**config.mk**
```make
export PLATFORM = sky130hd
export DESIGN_NAME = shift_universal_register_flat
export DESIGN_NICKNAME = d
export VERILOG_FILES = /design/src/rtl/shift_universal_register_pkg.sv /design/src/rtl/shift_universal_register_if.sv /design/src/rtl/shift_universal_register_sat_counter.sv /design/src/rtl/shift_universal_register.sv /design/src/flat_wrapper.sv
export SDC_FILE = /design/constraint.sdc
export NUM_CORES = 1
export LEC_CHECK = 0
export CORE_MARGIN = 2
export CORE_UTILIZATION = 40
export CTS_BUF_LIST = sky130_fd_sc_hd__clkbuf_2 sky130_fd_sc_hd__clkbuf_4 sky130_fd_sc_hd__clkbuf_8
export CTS_CLUSTER_DIAMETER = 100
export DETAILED_ROUTE_END_ITERATION = 7
export HOLD_SLACK_MARGIN = 0.05
export PLACE_DENSITY = 0.77
export SYNTH_ARGS = -nofsm -noshare
export SYNTH_HDL_FRONTEND = slang
export SYNTH_SLANG_ARGS = --single-unit
```
**constraint.sdc**
```tcl
create_clock -name clk -period 1.1 [get_ports clk]
set_input_delay 0.22 -clock clk [delete_from_list [all_inputs] [get_ports clk]]
set_output_delay 0.22 -clock clk [all_outputs]
set_load 0.005 [all_outputs]
```
**src/rtl/shift_universal_register_pkg.sv**
```systemverilog
// Shared definitions for the universal shift register.
// Holds the shift-mode encoding and a helper that sizes the shift counter.
package shift_universal_register_pkg;

    // Shift / rotate mode encoding carried on i_mode.
    typedef enum logic [1:0] {
        SHIFT_SHL  = 2'b00,
        SHIFT_SHR  = 2'b01,
        SHIFT_ROTL = 2'b10,
        SHIFT_ROTR = 2'b11
    } shift_mode_e;

    // Counter width needed to hold values 0..words inclusive.
    function automatic int cnt_width(input int words);
        return $clog2(words + 1);
    endfunction

endpackage

```
**src/rtl/shift_universal_register_if.sv**
```systemverilog
// Bus interface of the universal shift register.
// Control: i_sclr, i_load, i_en, i_mode. Data in: i_data (parallel), i_dat (serial).
// Data out: o_data (word), o_dat (serial out), o_cnt (shift count), o_done (full word moved).
// master = the side driving the controls, slave = the register itself.
interface shift_universal_register_if
    import shift_universal_register_pkg::*;
#(
    parameter int BITS = 8,
    parameter int STEP = 1
);
    localparam int WORDS = BITS / STEP;
    localparam int CNTW  = cnt_width(WORDS);

    logic            i_sclr;
    logic            i_load;
    logic [BITS-1:0] i_data;
    logic            i_en;
    logic [1:0]      i_mode;
    logic [STEP-1:0] i_dat;
    logic [BITS-1:0] o_data;
    logic [STEP-1:0] o_dat;
    logic [CNTW-1:0] o_cnt;
    logic            o_done;

    modport master (
        output i_sclr, i_load, i_data, i_en, i_mode, i_dat,
        input  o_data, o_dat, o_cnt, o_done
    );

    modport slave (
        input  i_sclr, i_load, i_data, i_en, i_mode, i_dat,
        output o_data, o_dat, o_cnt, o_done
    );

endinterface

```
**src/rtl/shift_universal_register_sat_counter.sv**
```systemverilog
// Saturating up-counter.
// Ports: clk, i_arst (async active-high reset), i_clr (sync clear, wins over i_inc),
// i_inc (count up, holds at MAX), o_cnt (registered count), o_max (o_cnt == MAX).
module sat_counter #(
    parameter int WIDTH = 4,
    parameter int MAX   = 8
) (
    input  logic             clk,
    input  logic             i_arst,
    input  logic             i_clr,
    input  logic             i_inc,
    output logic [WIDTH-1:0] o_cnt,
    output logic             o_max
);

    localparam logic [WIDTH-1:0] MAX_C = WIDTH'(MAX);
    localparam logic [WIDTH-1:0] ONE_C = WIDTH'(1);

    logic [WIDTH-1:0] cnt_r;

    // Count register: clear has priority, increment stops at MAX.
    always_ff @(posedge clk or posedge i_arst) begin
        if (i_arst) begin
            cnt_r <= {WIDTH{1'b0}};
        end else if (i_clr) begin
            cnt_r <= {WIDTH{1'b0}};
        end else if (i_inc && (cnt_r != MAX_C)) begin
            cnt_r <= cnt_r + ONE_C;
        end else begin
            cnt_r <= cnt_r;
        end
    end

    assign o_cnt = cnt_r;
    assign o_max = (cnt_r == MAX_C);

endmodule

```
**src/rtl/shift_universal_register.sv**
```systemverilog
// Universal shift register: parallel load plus shift/rotate left/right by STEP bits.
// Ports: clk, i_arst (async active-high reset), bus (slave modport carrying
// i_sclr, i_load, i_data, i_en, i_mode, i_dat, o_data, o_dat, o_cnt, o_done).
// BITS must be a multiple of STEP; o_done rises once BITS/STEP shifts have
// happened since the last load or clear and stays high while saturated.
module shift_universal_register
    import shift_universal_register_pkg::*;
#(
    parameter int BITS = 8,
    parameter int STEP = 1
) (
    input  logic                        clk,
    input  logic                        i_arst,
    shift_universal_register_if.slave   bus
);

    localparam int WORDS = BITS / STEP;
    localparam int CNTW  = cnt_width(WORDS);

    logic [BITS-1:0] data_r;
    logic [BITS-1:0] data_nxt_s;
    logic [BITS-1:0] shl_s;
    logic [BITS-1:0] shr_s;
    logic [BITS-1:0] rotl_s;
    logic [BITS-1:0] rotr_s;
    logic [STEP-1:0] dat_out_s;
    logic [CNTW-1:0] cnt_s;
    logic            done_s;
    shift_mode_e     mode_s;

    assign mode_s = shift_mode_e'(bus.i_mode);

    // When one step is the whole word, shifts replace the word with the serial
    // input and rotates are a no-op; the general slices would be empty.
    generate
        if (STEP == BITS) begin : g_full_step
            assign shl_s  = bus.i_dat;
            assign shr_s  = bus.i_dat;
            assign rotl_s = data_r;
            assign rotr_s = data_r;
        end else begin : g_part_step
            assign shl_s  = {data_r[BITS-STEP-1:0], bus.i_dat};
            assign shr_s  = {bus.i_dat, data_r[BITS-1:STEP]};
            assign rotl_s = {data_r[BITS-STEP-1:0], data_r[BITS-1 -: STEP]};
            assign rotr_s = {data_r[STEP-1:0], data_r[BITS-1:STEP]};
        end
    endgenerate

    // Next-word select: clear > load > shift > hold. Rotates never see i_dat.
    always_comb begin
        data_nxt_s = data_r;
        if (bus.i_sclr) begin
            data_nxt_s = {BITS{1'b0}};
        end else if (bus.i_load) begin
            data_nxt_s = bus.i_data;
        end else if (bus.i_en) begin
            case (mode_s)
                SHIFT_SHL:  data_nxt_s = shl_s;
                SHIFT_SHR:  data_nxt_s = shr_s;
                SHIFT_ROTL: data_nxt_s = rotl_s;
                SHIFT_ROTR: data_nxt_s = rotr_s;
                default:    data_nxt_s = data_r;
            endcase
        end else begin
            data_nxt_s = data_r;
        end
    end

    // Data word register.
    always_ff @(posedge clk or posedge i_arst) begin
        if (i_arst) begin
            data_r <= {BITS{1'b0}};
        end else begin
            data_r <= data_nxt_s;
        end
    end

    // Serial output: the bits that leave on the next shift in the current mode.
    always_comb begin
        dat_out_s = data_r[BITS-1 -: STEP];
        case (mode_s)
            SHIFT_SHL, SHIFT_ROTL: dat_out_s = data_r[BITS-1 -: STEP];
            SHIFT_SHR, SHIFT_ROTR: dat_out_s = data_r[STEP-1:0];
            default:               dat_out_s = data_r[BITS-1 -: STEP];
        endcase
    end

    // Loads and clears restart the count; the counter itself ranks clear over increment.
    sat_counter #(
        .WIDTH (CNTW),
        .MAX   (WORDS)
    ) u_sat_counter (
        .clk    (clk),
        .i_arst (i_arst),
        .i_clr  (bus.i_sclr | bus.i_load),
        .i_inc  (bus.i_en),
        .o_cnt  (cnt_s),
        .o_max  (done_s)
    );

    assign bus.o_data = data_r;
    assign bus.o_dat  = dat_out_s;
    assign bus.o_cnt  = cnt_s;
    assign bus.o_done = done_s;

endmodule

```
**src/flat_wrapper.sv**
```systemverilog
// flat-port wrapper written by rule: the top's interface ports become plain ports
module shift_universal_register_flat import shift_universal_register_pkg::*;
#(
    parameter int BITS = 8,
    parameter int STEP = 1
)
  (clk, i_arst, bus_i_sclr, bus_i_load, bus_i_data, bus_i_en, bus_i_mode, bus_i_dat, bus_o_data, bus_o_dat, bus_o_cnt, bus_o_done);
  shift_universal_register_if #(.BITS(BITS), .STEP(STEP)) bus_i ();
  input  logic clk;
  input  logic i_arst;
  input wire logic [$bits(bus_i.i_sclr)-1:0] bus_i_sclr;
  input wire logic [$bits(bus_i.i_load)-1:0] bus_i_load;
  input wire logic [$bits(bus_i.i_data)-1:0] bus_i_data;
  input wire logic [$bits(bus_i.i_en)-1:0] bus_i_en;
  input wire logic [$bits(bus_i.i_mode)-1:0] bus_i_mode;
  input wire logic [$bits(bus_i.i_dat)-1:0] bus_i_dat;
  output wire logic [$bits(bus_i.o_data)-1:0] bus_o_data;
  output wire logic [$bits(bus_i.o_dat)-1:0] bus_o_dat;
  output wire logic [$bits(bus_i.o_cnt)-1:0] bus_o_cnt;
  output wire logic [$bits(bus_i.o_done)-1:0] bus_o_done;
  assign bus_i.i_sclr = bus_i_sclr;
  assign bus_i.i_load = bus_i_load;
  assign bus_i.i_data = bus_i_data;
  assign bus_i.i_en = bus_i_en;
  assign bus_i.i_mode = bus_i_mode;
  assign bus_i.i_dat = bus_i_dat;
  assign bus_o_data = bus_i.o_data;
  assign bus_o_dat = bus_i.o_dat;
  assign bus_o_cnt = bus_i.o_cnt;
  assign bus_o_done = bus_i.o_done;
  shift_universal_register #(.BITS(BITS), .STEP(STEP)) u_core (.clk(clk), .i_arst(i_arst), .bus(bus_i));
endmodule
```
==> impl_metrics.json, run 1 <==
{
  "multiInputGateArea_sq_um": 526.8,
  "synth_area_sq_um": 785.8,
  "maxSlewHeadroom_pct": 82.07,
  "skew_ns": 0.003323,
  "start_util_pct": 41.32,
  "min_period_ns": 1.513,
  "grt_pass1_wl_mm": 4.588,
  "use_met3_pct": 3.086,
  "port_buffers": 29,
  "numClockSinks": 12,
  "status": "finished with violations",
  "drv_cap": 0,
  "path_class": "flop to primary output",
  "grt_pass1_vias": 921,
  "antenna_found_initial": 0,
  "root_buffer": "clkbuf_4",
  "cts_buffer_depth": 2,
  "ys.warnings.count": 0,
  "rsz0062_at_grt": "yes",
  "synth_cell_types": 29,
  "globalRouteTotalUtil_pct": 25.28,
  "startpoint_type": "flop",
  "ir_drop_mv": 0.7926,
  "cts_buffers": 3,
  "via_count": 882,
  "die_area_sq_mm": 0.002335,
  "area_growth_pct": 90.61,
  "cts_tree": "built",
  "grt_use_met2_pct": 46.30,
  "cts.clk_slew.worst_paths_ns": 0.09,
  "synth_nets": 102,
  "routedWlPerCell_um": 17.57,
  "vias_per_cell": 5.158,
  "grt_max_degree": 21,
  "drive_above_1_share_pct": 51.39,
  "io_pins": 30,
  "dp.final_hpwl_mm": 1.483,
  "synth_edf_count": 0,
  "timing.setup.tns_ns": -2.622,
  "grt_use_met1_pct": 30.46,
  "netlist_instances": 84,
  "finalMaxSlewViolations": 0,
  "synth_top_family_by_area": "simple AND/OR/NAND/NOR gates",
  "fin_nets": 163,
  "fin_util_pct": 78.75,
  "leakage_uw": 0.0007245,
  "clock.fmax_mhz": 660.9,
  "htree_num_levels": 1,
  "num_rows": 16,
  "failed_checks": "setup timing",
  "async_flop_share_pct": 100.0,
  "post-place-ws_ns": -0.6102,
  "power_density_mw_per_mm2": 861.7,
  "synth_area_per_cell_sq_um": 9.354,
  "fin_hold_ws_ns": 0.1979,
  "grt_overflow": 0,
  "setup_viol": 17,
  "setup_ws_ns": -0.4131,
  "synth-compound-area-share_pct": 15.92,
  "final-seq-area_sq_um": 300.3,
  "first_iter_violations": 32,
  "synth_ff_type": "dfrtp_1",
  "remaining_drc_errors": 0,
  "synth-simple-area-share_pct": 21.66,
  "finalHoldViolCount": 0,
  "holdCritPathClass": "input port to asynchronous set/reset pin",
  "arrival_ns": 1.29,
  "final_common_cell": "buf_6",
  "synth-adder-area-share_pct": 3.185,
  "mostFrequentLayoutCells": "20 x buf_6, 17 x buf_4, 12 x nand2_1, 12 x dfrtp_1, 11 x clkdlybuf4s50_1",
  "die_w_um": 48.32,
  "antenna_left": 0,
  "wirelength_mm": 3.004,
  "synthMuxAreaShare_pct": 10.35,
  "grt-busiest-layer": "met2",
  "synthXorXnorAreaFrac_pct": 3.344,
  "num-fill-cells": 98,
  "finalCritPeriodShare_pct": 137.6,
  "critPathRequiredTime_ns": 0.88,
  "gp_congestion": 0.7809,
  "drtPass1Iterations": 4,
  "tightest_slew_ns": 0.2689,
  "diodes": 0,
  "cts_hold_buf": 0,
  "coreArea_sq_mm": 0.001902,
  "clock_latency_ns": 0.29,
  "crit_fanout": 2,
  "die_h_um": 48.32,
  "ys_seq_area_share_pct": 38.22,
  "cp-end-kind": "primary output",
  "ys_ff_latch": 12
}
cells in the mapped netlist (2+ instances only):
master	count	area, sq um
nand2_1	14	52.55
dfrtp_1	12	300.3
o21ai_0	9	45.04
mux2i_1	7	70.07
nor2_1	5	18.77
inv_1	4	15.01
buf_6	3	33.78
a211oi_2	2	25.02
a21o_1	2	15.01
a21oi_1	2	10.01
ha_1	2	25.02
nand3_1	2	10.01
nand3b_1	2	15.01
nor2b_1	2	12.51
xor2_1	2	17.52
per-layer routing:
| metal | vias to the layer above | wire length (um) |
|---|---|---|
| met5 | - | 0 |
| met4 | 0 | 82 |
| met3 | 6 | 156 |
| met2 | 44 | 1610 |
| met1 | 421 | 1155 |
| li1 | 411 | - |
final timing paths:
path | from | endpoint | cells past startpoint | slack (ns)
setup / recovery | u_core.u_sat_counter.o_cnt[1] | bus_o_done | 5 | -0.41
hold / removal | i_arst | u_core.u_sat_counter.o_cnt[1] | 3 | 0.20
setup reg to reg | u_core.u_sat_counter.o_cnt[1] | u_core.u_sat_counter.o_cnt[2] | 8 | -0.39
hold reg to reg | u_core.bus.o_data[5] | u_core.bus.o_data[5] | 3 | 0.71
max in group asynchronous | i_arst | u_core.bus.o_data[0] | 3 | 0.74
min in group clk | bus_i_load | u_core.bus.o_data[1] | 3 | 0.42
worst max-delay path: stages, from the launching register on:
cell      delay (ns)
dfrtp_1         0.42
inv_2           0.08
ha_4            0.13
nand3b_1        0.14
inv_1           0.11
buf_2           0.12
per-stage QoR:
| step | total power [uW] | instance area [sq um] | cells |
|---|---|---|---|
| global route | 1348 | 1498 | 171 |
| floorplan | 629.6 | 785.8 | 84 |
| detailed placement | 821.6 | 1245 | 157 |
| global placement | 813.9 | 1245 | 157 |
| CTS | 1225 | 1415 | 171 |
| finish | 1291 | 1498 | 171 |
layout make-up:
cell class,instances,area share (%)
well taps,27,2.256
clock buffers,4,2.423
repair buffers,61,39.10
multi-input cells,63,35.17
flip-flops and latches,12,20.05
inverters,4,1.003
sequential cells by signal (all words and copies together) (netlist names):
signal	count
u_core.bus.o_data	8
u_core.u_sat_counter.o_cnt	4
power breakdown:
| part | switching (uW) | internal, uW |
|---|---|---|
| sequential | 16.3 | 464 |
| combinational | 185 | 240 |
| clock | 183 | 202 |
| total | 384 | 906 |
what timing repair did:
item                       CTS  global route
cloned                       0             1
hold endpoints to repair     0             0
gates resized for setup     83            24
pin swaps                   14            15
buffers inserted            15             3
setup endpoints to repair   26            23
cell families (layout without fill, tap and decap cells):
kind of cell	Yosys count	after routing
AND/OR/NAND/NOR	32	32
buffers and inverters	9	69
flip-flops	12	12
adder cells (fa/ha/maj)	2	2
AO/OA/AOI/OAI	18	18
multiplexers	8	8
XOR/XNOR	3	3
Power figures use the tool's default switching activity.
==> run 2, diff against run 1 <==
--- a/config.mk
+++ b/config.mk
@@ -8,7 +8,6 @@
 export CORE_MARGIN = 2
 export CORE_UTILIZATION = 40
 export CTS_BUF_LIST = sky130_fd_sc_hd__clkbuf_2 sky130_fd_sc_hd__clkbuf_4 sky130_fd_sc_hd__clkbuf_8
-export CTS_CLUSTER_DIAMETER = 100
 export DETAILED_ROUTE_END_ITERATION = 7
 export HOLD_SLACK_MARGIN = 0.05
 export PLACE_DENSITY = 0.77
==> results of run 2 <==
Final layout, timing and power as in run 1 (identical DEF).
